### config.mk
export PLATFORM = sky130hd
export DESIGN_NAME = vector_write_sequencer
export DESIGN_NICKNAME = d
export VERILOG_FILES = /design/src/rtl/vector_write_sequencer.sv
export SDC_FILE = /design/constraint.sdc
export NUM_CORES = 1
export LEC_CHECK = 0
export ABC_AREA = 0
export BUFFER_PORTS_ARGS = -buffer_cell sky130_fd_sc_hd__buf_4
export CAP_MARGIN = 10
export CORE_MARGIN = 1.5
export CORE_UTILIZATION = 50
export CTS_BUF_LIST = sky130_fd_sc_hd__clkbuf_16
export DETAILED_ROUTE_END_ITERATION = 8
export PLACE_DENSITY = 0.81
export SYNTH_ARGS = -nofsm -noshare
export SYNTH_HDL_FRONTEND = slang
export SYNTH_SLANG_ARGS = --single-unit
### constraint.sdc
create_clock -name clk -period 2.6 [get_ports clk]
set_input_delay 0.13 -clock clk [delete_from_list [all_inputs] [get_ports clk]]
set_output_delay 0.13 -clock clk [all_outputs]
set_load 0.005 [all_outputs]
### src/rtl/vector_write_sequencer.sv
// Result-side write sequencer: captures an issued vector op, waits out the FU
// latency, then streams one V-register write per element with chaining status.
module vector_write_sequencer #(
  parameter int unsigned WIDTH  = 64,
  parameter int unsigned MAXLAT = 15
) (
  input  logic             clk,
  input  logic             rst,
  input  logic             i_start,
  input  logic [2:0]       i_i,
  input  logic [6:0]       i_vl,
  input  logic [3:0]       i_latency,
  input  logic [WIDTH-1:0] i_result,
  output logic [7:0]       o_we,
  output logic [5:0]       o_addr,
  output logic [WIDTH-1:0] o_data,
  output logic             o_busy,
  output logic             o_chain_ok,
  output logic             o_done
);

  localparam int unsigned LAT_W = $clog2(MAXLAT + 1);
  localparam int unsigned CNT_W = 7;
  localparam int unsigned MAXVL = 64;

  typedef enum logic [1:0] {S_IDLE, S_WAIT, S_WRITE} state_e;

  state_e             state_q, state_d;
  logic [2:0]         dest_q, dest_d;
  logic [CNT_W-1:0]   count_q, count_d;
  logic [CNT_W-1:0]   idx_q, idx_d;
  logic [LAT_W-1:0]   wait_q, wait_d;
  logic [7:0]         we_q, we_d;
  logic [5:0]         addr_q, addr_d;
  logic [WIDTH-1:0]   data_q, data_d;
  logic               busy_q, busy_d;
  logic               chain_q, chain_d;
  logic               done_q, done_d;

  logic [CNT_W-1:0]   vl_norm;
  logic [3:0]         lat_norm;

  // Length 0 and anything above 64 both mean a full 64-element vector.
  always_comb begin
    vl_norm  = (i_vl == 7'd0 || i_vl > CNT_W'(MAXVL)) ? CNT_W'(MAXVL) : i_vl;
    lat_norm = (i_latency == 4'd0) ? 4'd1 : i_latency;
  end

  always_comb begin
    state_d = state_q;
    dest_d  = dest_q;
    count_d = count_q;
    idx_d   = idx_q;
    wait_d  = wait_q;
    we_d    = '0;
    addr_d  = addr_q;
    data_d  = data_q;
    busy_d  = busy_q;
    chain_d = chain_q;
    done_d  = 1'b0;

    unique case (state_q)
      S_IDLE: begin
        busy_d  = 1'b0;
        chain_d = 1'b0;
        if (i_start) begin
          dest_d  = i_i;
          count_d = vl_norm;
          idx_d   = '0;
          wait_d  = LAT_W'(lat_norm - 4'd1);
          busy_d  = 1'b1;
          state_d = S_WAIT;
        end
      end
      S_WAIT: begin
        if (wait_q == '0) begin
          // Element 0 is on i_result this cycle; register it as the first write.
          we_d    = 8'(1) << dest_q;
          addr_d  = '0;
          data_d  = i_result;
          idx_d   = CNT_W'(1);
          chain_d = 1'b1;
          done_d  = (count_q == CNT_W'(1));
          state_d = S_WRITE;
        end else begin
          wait_d = wait_q - LAT_W'(1);
        end
      end
      S_WRITE: begin
        if (idx_q < count_q) begin
          we_d   = 8'(1) << dest_q;
          addr_d = idx_q[5:0];
          data_d = i_result;
          idx_d  = idx_q + CNT_W'(1);
          done_d = (idx_q == count_q - CNT_W'(1));
        end else begin
          busy_d  = 1'b0;
          chain_d = 1'b0;
          state_d = S_IDLE;
        end
      end
      default: state_d = S_IDLE;
    endcase
  end

  always_ff @(posedge clk or negedge rst) begin
    if (!rst) begin
      state_q <= S_IDLE;
      dest_q  <= '0;
      count_q <= '0;
      idx_q   <= '0;
      wait_q  <= '0;
      we_q    <= '0;
      addr_q  <= '0;
      data_q  <= '0;
      busy_q  <= 1'b0;
      chain_q <= 1'b0;
      done_q  <= 1'b0;
    end else begin
      state_q <= state_d;
      dest_q  <= dest_d;
      count_q <= count_d;
      idx_q   <= idx_d;
      wait_q  <= wait_d;
      we_q    <= we_d;
      addr_q  <= addr_d;
      data_q  <= data_d;
      busy_q  <= busy_d;
      chain_q <= chain_d;
      done_q  <= done_d;
    end
  end

  assign o_we       = we_q;
  assign o_addr     = addr_q;
  assign o_data     = data_q;
  assign o_busy     = busy_q;
  assign o_chain_ok = chain_q;
  assign o_done     = done_q;

endmodule

==> metrics, run 1 <==
outcome finished, final reports clean; Fin. Hold Viols 0; fin crit share 88.9%; synthesized area 4980 µm²; Layout fillers 682; most common cell after layout, fill and taps aside buf_4; most used routing layer in global routing met2; average cell area after synthesis 13.6 µm²; max_cap viols 0; area leader, netlist dfrtp_1; crit start category flop; PostCTS Resize Cnt 0; Yosys warning total 0; dominant synthesized flop cell dfrtp_1; flops & latches, synth 104; CP required 2.82 ns; met3 usage 6.64%; Tightest Hold Check Type in2reg; setup_tns 0 ns; Synth top area share between 50% and 60%; routability cong. just under 0.9; # port buffers ~160; Vias around 3.6k; PwrDens between 1000 and 1500 nW/µm²; RSZ-0062 raised after global routing no; First DRT Iteration DRCs 179; layout cells sized above 1 between 40 and 50%; critical path type reg2reg; Sw Ratio 33.6%; Least-Margin Pin Slew 0.665 ns; combinational share of power 51.7%; Clk pwr share 17.0%; first-pass GRT wire length 18.8 mm; Slowest-stage cell, CP ha_1; clk_skew 0.0114 ns; sw power 3.05 mW; Crit. End Element flop; initial antenna violation count 0; drt wl/cell roughly 19 µm; drt total wl 12.6 mm; post-synthesis cell count 367; synth unique cells 52; Setup Viol. Count Final 0; number of global-route vias before repair 3582; Pleak roughly 3.4 nW; CTS Buf Count 9; Reg area 2600 µm²; crit path max fanout 24; total grt overflow 0; CTS tree built; CTS clock-pin slew for the worst setup and hold paths 0.07 ns; GRT Resource Usage Total 23.7%; Slew headroom 55.7%; # rows 36; CP arrival 2.54 ns; Via density 5.39; DRT antenna net count 0; GR Util met1 29.3%; die width ~100 µm; maximum VDD drop between 500 and 600 µV; dpl hpwl 9.05 mm; min Tclk post-route 2.31 ns; internal power roughly 6 mW; clk root buf clkbuf_16; commonest cells after routing, fill and taps aside 170 x buf_4, 104 x dfrtp_1, 64 x mux2_4, 23 x nand2_1, 15 x ha_1; # diodes 0; die height 103 µm; post-CTS setup buffer count 0; H-tree level count 3; DR DRC count 0; core area 9730 µm²; critical-path cell list inv_1 > ha_1 > nand2b_1 > o2111ai_4 > buf_4 > mux2_4; Fmax 432 MHz; sequential power share 31.3%; Clock Path Buffers 2; ys async rst share 100%; met2 Usage GRT between 30% and 40%; CP peak stage delay 0.51 ns; Seq/Total Area, Yosys 52.2%; area grow syn2layout 34.8%; DRT Pass-1 Iters 4; Layout Nets 635; syn nets 463; multi-input logic area approximately 2200 µm²; largest net degree at the start of global routing 50; IO Pins 162; effective utilization at floorplan between 50 and 60%; number of synthesized flops with an enable pin 0; Util after Layout 69.1%; Final Max Slew Viols 0; CTS sink count 104; die footprint 10600 µm²; largest cells by area after synthesis dfrtp_1 52%, mux2_4 19%, ha_1 3.8%; Worst-Skew Late Latency 0.34 ns
==> logic make-up after synthesis <==
| kind of cell | after synthesis | share of synthesized area [%] |
|---|---|---|
| AOI/OAI and AO/OA | 52 | 8.34 |
| xor gates and xnor gates | 8 | 1.41 |
| adders and majority gates | 15 | 3.77 |
| buffers and inverters | 26 | 3.04 |
| DFF | 104 | 52.2 |
| muxes | 72 | 21.0 |
| and+or+nand+nor | 90 | 10.2 |
==> power groups by stage <==
stage,sequential (mW),clock [mW],combinational [mW]
after floorplan,2.80,0,3.22
after global placement,2.79,0,4.52
after detailed placement,2.85,0,4.65
after CTS,2.83,1.57,4.71
after global routing,2.91,1.64,5.03
final,2.84,1.54,4.69
==> registers in the layout (all words and copies together) (netlist names) <==
register and cells:
o_addr 6, o_we 8, count_q 7, dest_q 3, wait_q 4, idx_q 7
o_chain_ok 1, o_done 1, state_q 2, o_data 64, o_busy 1
==> worst max-delay path, delay by kind of cell, from the launching register on <==
family                   cells  cell delay [ns]
flip-flops                   1             0.41
AO/OA/AOI/OAI                1             0.18
buffers and inverters        2             0.50
AND/OR/NAND/NOR              1             0.23
adder cells (fa/ha/maj)      1             0.51
multiplexers                 1             0.34
==> routing by layer <==
layer | share of wire (%) | up-vias
met3 | 7.7 | 30
met2 | 48 | 145
met5 | 0 | -
met4 | 2.9 | 0
li1 | - | 1675
met1 | 41 | 1797
==> cell usage after synthesis (7+ instances only) <==
cell and n:
nand2_1 23, mux2_4 64, o21ai_0 10, inv_1 14, nor2_1 11, ha_1 15
buf_6 7, a21oi_1 10, nor3_1 10, nand2b_1 13, dfrtp_1 104
==> per-stage QoR <==
step                instances  setup slack [ns]  area, µm²  total power [mW]  hold slack (ns)
floorplan                 367             0.441       4980              6.02           -0.166
global route              677            0.0225       6720              9.57          0.00338
CTS                       677             0.306       6720              9.12          0.00246
global placement          660             0.369       6370              7.31            0.194
finish                    677             0.288       6720              9.07           0.0178
detailed placement        660             0.316       6370              7.50            0.197
==> repair_timing <==
action,in CTS,in global routing
hold buffers,1,0
setup endpoints to repair,0,0
hold endpoints to repair,47,0
==> cell type report <==
class,count,area share [%]
inverters,14,0.782
well taps,133,2.48
clock inverters,7,1.75
flip-flops and latches,104,38.7
repair buffers,173,19.7
multi-input cells,237,33.2
clock buffers,9,3.35
==> path summary, 6_finish.rpt <==
check                           slack, ns          from         end  cells after the start
min in group asynchronous            0.40           rst   o_data[1]                      2
worst min register to register       0.51    count_q[1]  count_q[1]                      2
worst max register to register       0.29    state_q[1]  o_data[62]                      6
max in group asynchronous            1.47           rst   dest_q[1]                      3
worst min-delay path                 0.02  i_result[40]  o_data[40]                      2
worst max-delay path                 0.29    state_q[1]  o_data[62]                      6
No activity file was read; power rests on OpenSTA's default activity.
==> run 2, diff against run 1 <==
--- a/config.mk
+++ b/config.mk
@@ -10,7 +10,6 @@
 export CAP_MARGIN = 10
 export CORE_MARGIN = 1.5
 export CORE_UTILIZATION = 50
-export CTS_BUF_LIST = sky130_fd_sc_hd__clkbuf_16
 export DETAILED_ROUTE_END_ITERATION = 8
 export PLACE_DENSITY = 0.81
 export SYNTH_ARGS = -nofsm -noshare
==> run 2 against run 1 <==
Cell area is 8.5% higher. Critical path depth unchanged. Wire length is 28% higher. Count of clock-buffer cells in the layout stayed put. Combinational power rose by 6.2%. Core utilization increased by 5.9 points. Final cell count rose by 10%. Global-route usage increased by 6.1 points. Sequential share of layout area down 3.0 points. Die area unchanged.
==> metrics, run 2 (synthesis gave the netlist of run 1 again) <==
reg-to-reg slack, setup 0.25 ns (-0.04 ns); clk root buf clkbuf_8; setup_tns 0 ns (unchanged); total power 9.13 mW (+0.66%); crit path max fanout 24 (unchanged); PwrDens 1250 nW/µm² (-7.2%); DRT antenna net count 0 (unchanged); max_cap viols 0 (unchanged); Worst Hold Depth 2 (unchanged); total grt overflow 0 (unchanged); IO Pins 162 (unchanged); largest net degree at the start of global routing 50 (unchanged); Worst R2R Path Depth 6 (unchanged); PostCTS Resize Cnt 0 (unchanged); DR DRC count 0 (unchanged); maximum VDD drop 634 µV (+10%); DRT Pass-1 Iters 5 (+1); dpl hpwl 9.05 mm (unchanged); Worst Hold Path EP o_data[31]; Layout fillers 594 (-13%); Pleak 3.64 nW (+6.9%); FF-to-FF Start state_q[1]; most common cell after layout, fill and taps aside buf_4; drt total wl 16.2 mm (+28%); first-pass GRT wire length 23.1 mm (+23%); layout cells sized above 1 43.5% (-5.4 points); highest metal layer with signal wires met4; Worst-Skew Late Latency 0.38 ns (+0.04 ns); initial antenna violation count 0 (unchanged); M1 WL 6.28 mm (+21%); # rows 36 (unchanged); effective utilization at floorplan 51.2% (unchanged); Least-Margin Pin Slew 0.680 ns (+0.0152 ns); # port buffers 161 (unchanged); crit start category flop; CP arrival 2.60 ns (+0.06 ns); GRT Resource Usage Total 29.8% (+6.1 points); CTS Buf Count 9 (unchanged); Crit. End Element flop; die height 103 µm (unchanged); area grow syn2layout 46.3%; metal2 WL 8.12 mm (+34%); number of global-route vias before repair 4107 (+15%); critical path type reg2reg; Tightest Hold Check Type in2reg; cell count after placement 660 (unchanged); Slowest-stage cell, CP ha_1; Final Max Slew Viols 0 (unchanged); First DRT Iteration DRCs 203 (+13%); Hold Startpoint i_result[31]; Non-Filler Instances 745 (+10%); clk_skew 0.0216 ns (+0.0103 ns); CTS sink count 104 (unchanged); worst r2r dst o_data[44]; Slew headroom 54.7% (-1.0 points); min Tclk post-route 2.35 ns (+0.0376 ns); routability cong. 0.875 (unchanged); Buf/Inv on CP 2 (unchanged); hold_ws 0.0142 ns (-0.00366 ns); WL met3 1.21 mm (+25%); max reg flops 64 (unchanged); Setup Viol. Count Final 0 (unchanged); Hold-fix buffers, CTS 66 (+65); commonest cells after routing, fill and taps aside 170 x buf_4, 104 x dfrtp_1, 68 x dlygate4sd3_1, 64 x mux2_4, 23 x nand2_1; drt wl/cell 21.7 µm (+17%); post-CTS setup buffer count 0 (unchanged); CP required 2.85 ns (+0.03 ns); RSZ-0062 raised after global routing no; Vias 4080 (+12%); die footprint 10600 µm² (unchanged); CP peak stage delay 0.52 ns (about the same); CTS tree built; outcome finished, final reports clean; fin crit share 90.4% (+1.4 points); Crit path max-delay family buffers and inverters; Fin. Hold Viols 0 (unchanged); Clock Path Buffers 2 (unchanged); Fmax 426 MHz (-1.6%); critical-path cell list inv_1 > ha_1 > nand2b_1 > o2111ai_4 > buf_4 > mux2_4; Layout Nets 702 (+11%); core area 9730 µm² (unchanged); CTS clock-pin slew for the worst setup and hold paths 0.10 ns (+0.03 ns); H-tree level count 3 (unchanged); Via density 5.48 (+1.7%); die width 103 µm (unchanged)
==> run 2: cell types whose count changed in the layout (fill, tap and decap cells not counted) <==
cell and change:
clkbuf_16 -9, dlygate4sd3_1 +67, clkbuf_8 +9, diode_2 +1
==> run 2: layout make-up <==
class	count	area, µm²	area share [%]
antenna	1	2.50	0.0343
clock inverter	7	118	1.61
inverter	14	52.6	0.721
clock buffer	9	124	1.70
tap	133	166	2.28
timing repair buffer	240	2000	27.4
sequential	104	2600	35.7
multi-input combinational	237	2230	30.6
==> run 2: routing by layer <==
layer  up-vias  track usage, %
met1      2021            35.7
met4         0            14.3
li1       1799               -
met3        50            7.32
met5         -               0
met2       210            50.7
==> run 2: worst max path at each step <==
stage,cells past startpoint,slack [ns],start,end
global route,8,0.02,count_q[6],o_we[5]
finish,6,0.25,state_q[1],o_data[44]
floorplan,7,0.44,idx_q[1],o_data[0]
detailed placement,7,0.32,idx_q[4],o_data[62]
global placement,7,0.37,idx_q[4],o_data[46]
CTS,8,0.31,count_q[6],o_we[5]
==> run 2: power by group <==
| part | leakage, nW | switching, mW | total, mW | internal (mW) |
|---|---|---|---|---|
| clock network | 0.124 | 0.599 | 1.24 | 0.642 |
| logic | 2.24 | 2.15 | 4.98 | 2.83 |
| registers | 1.27 | 0.587 | 2.90 | 2.32 |
| total | 3.64 | 3.34 | 9.13 | 5.79 |
==> run 2: through the flow <==
stage                     setup WS, ns  util, %  cell area [µm²]
after global routing            0.0170     74.9             7290
final                            0.250     74.9             7290
after global placement           0.369     65.4             6370
after CTS                        0.307     74.7             7270
after detailed placement         0.316     65.4             6370
after floorplan                  0.441        -             4980
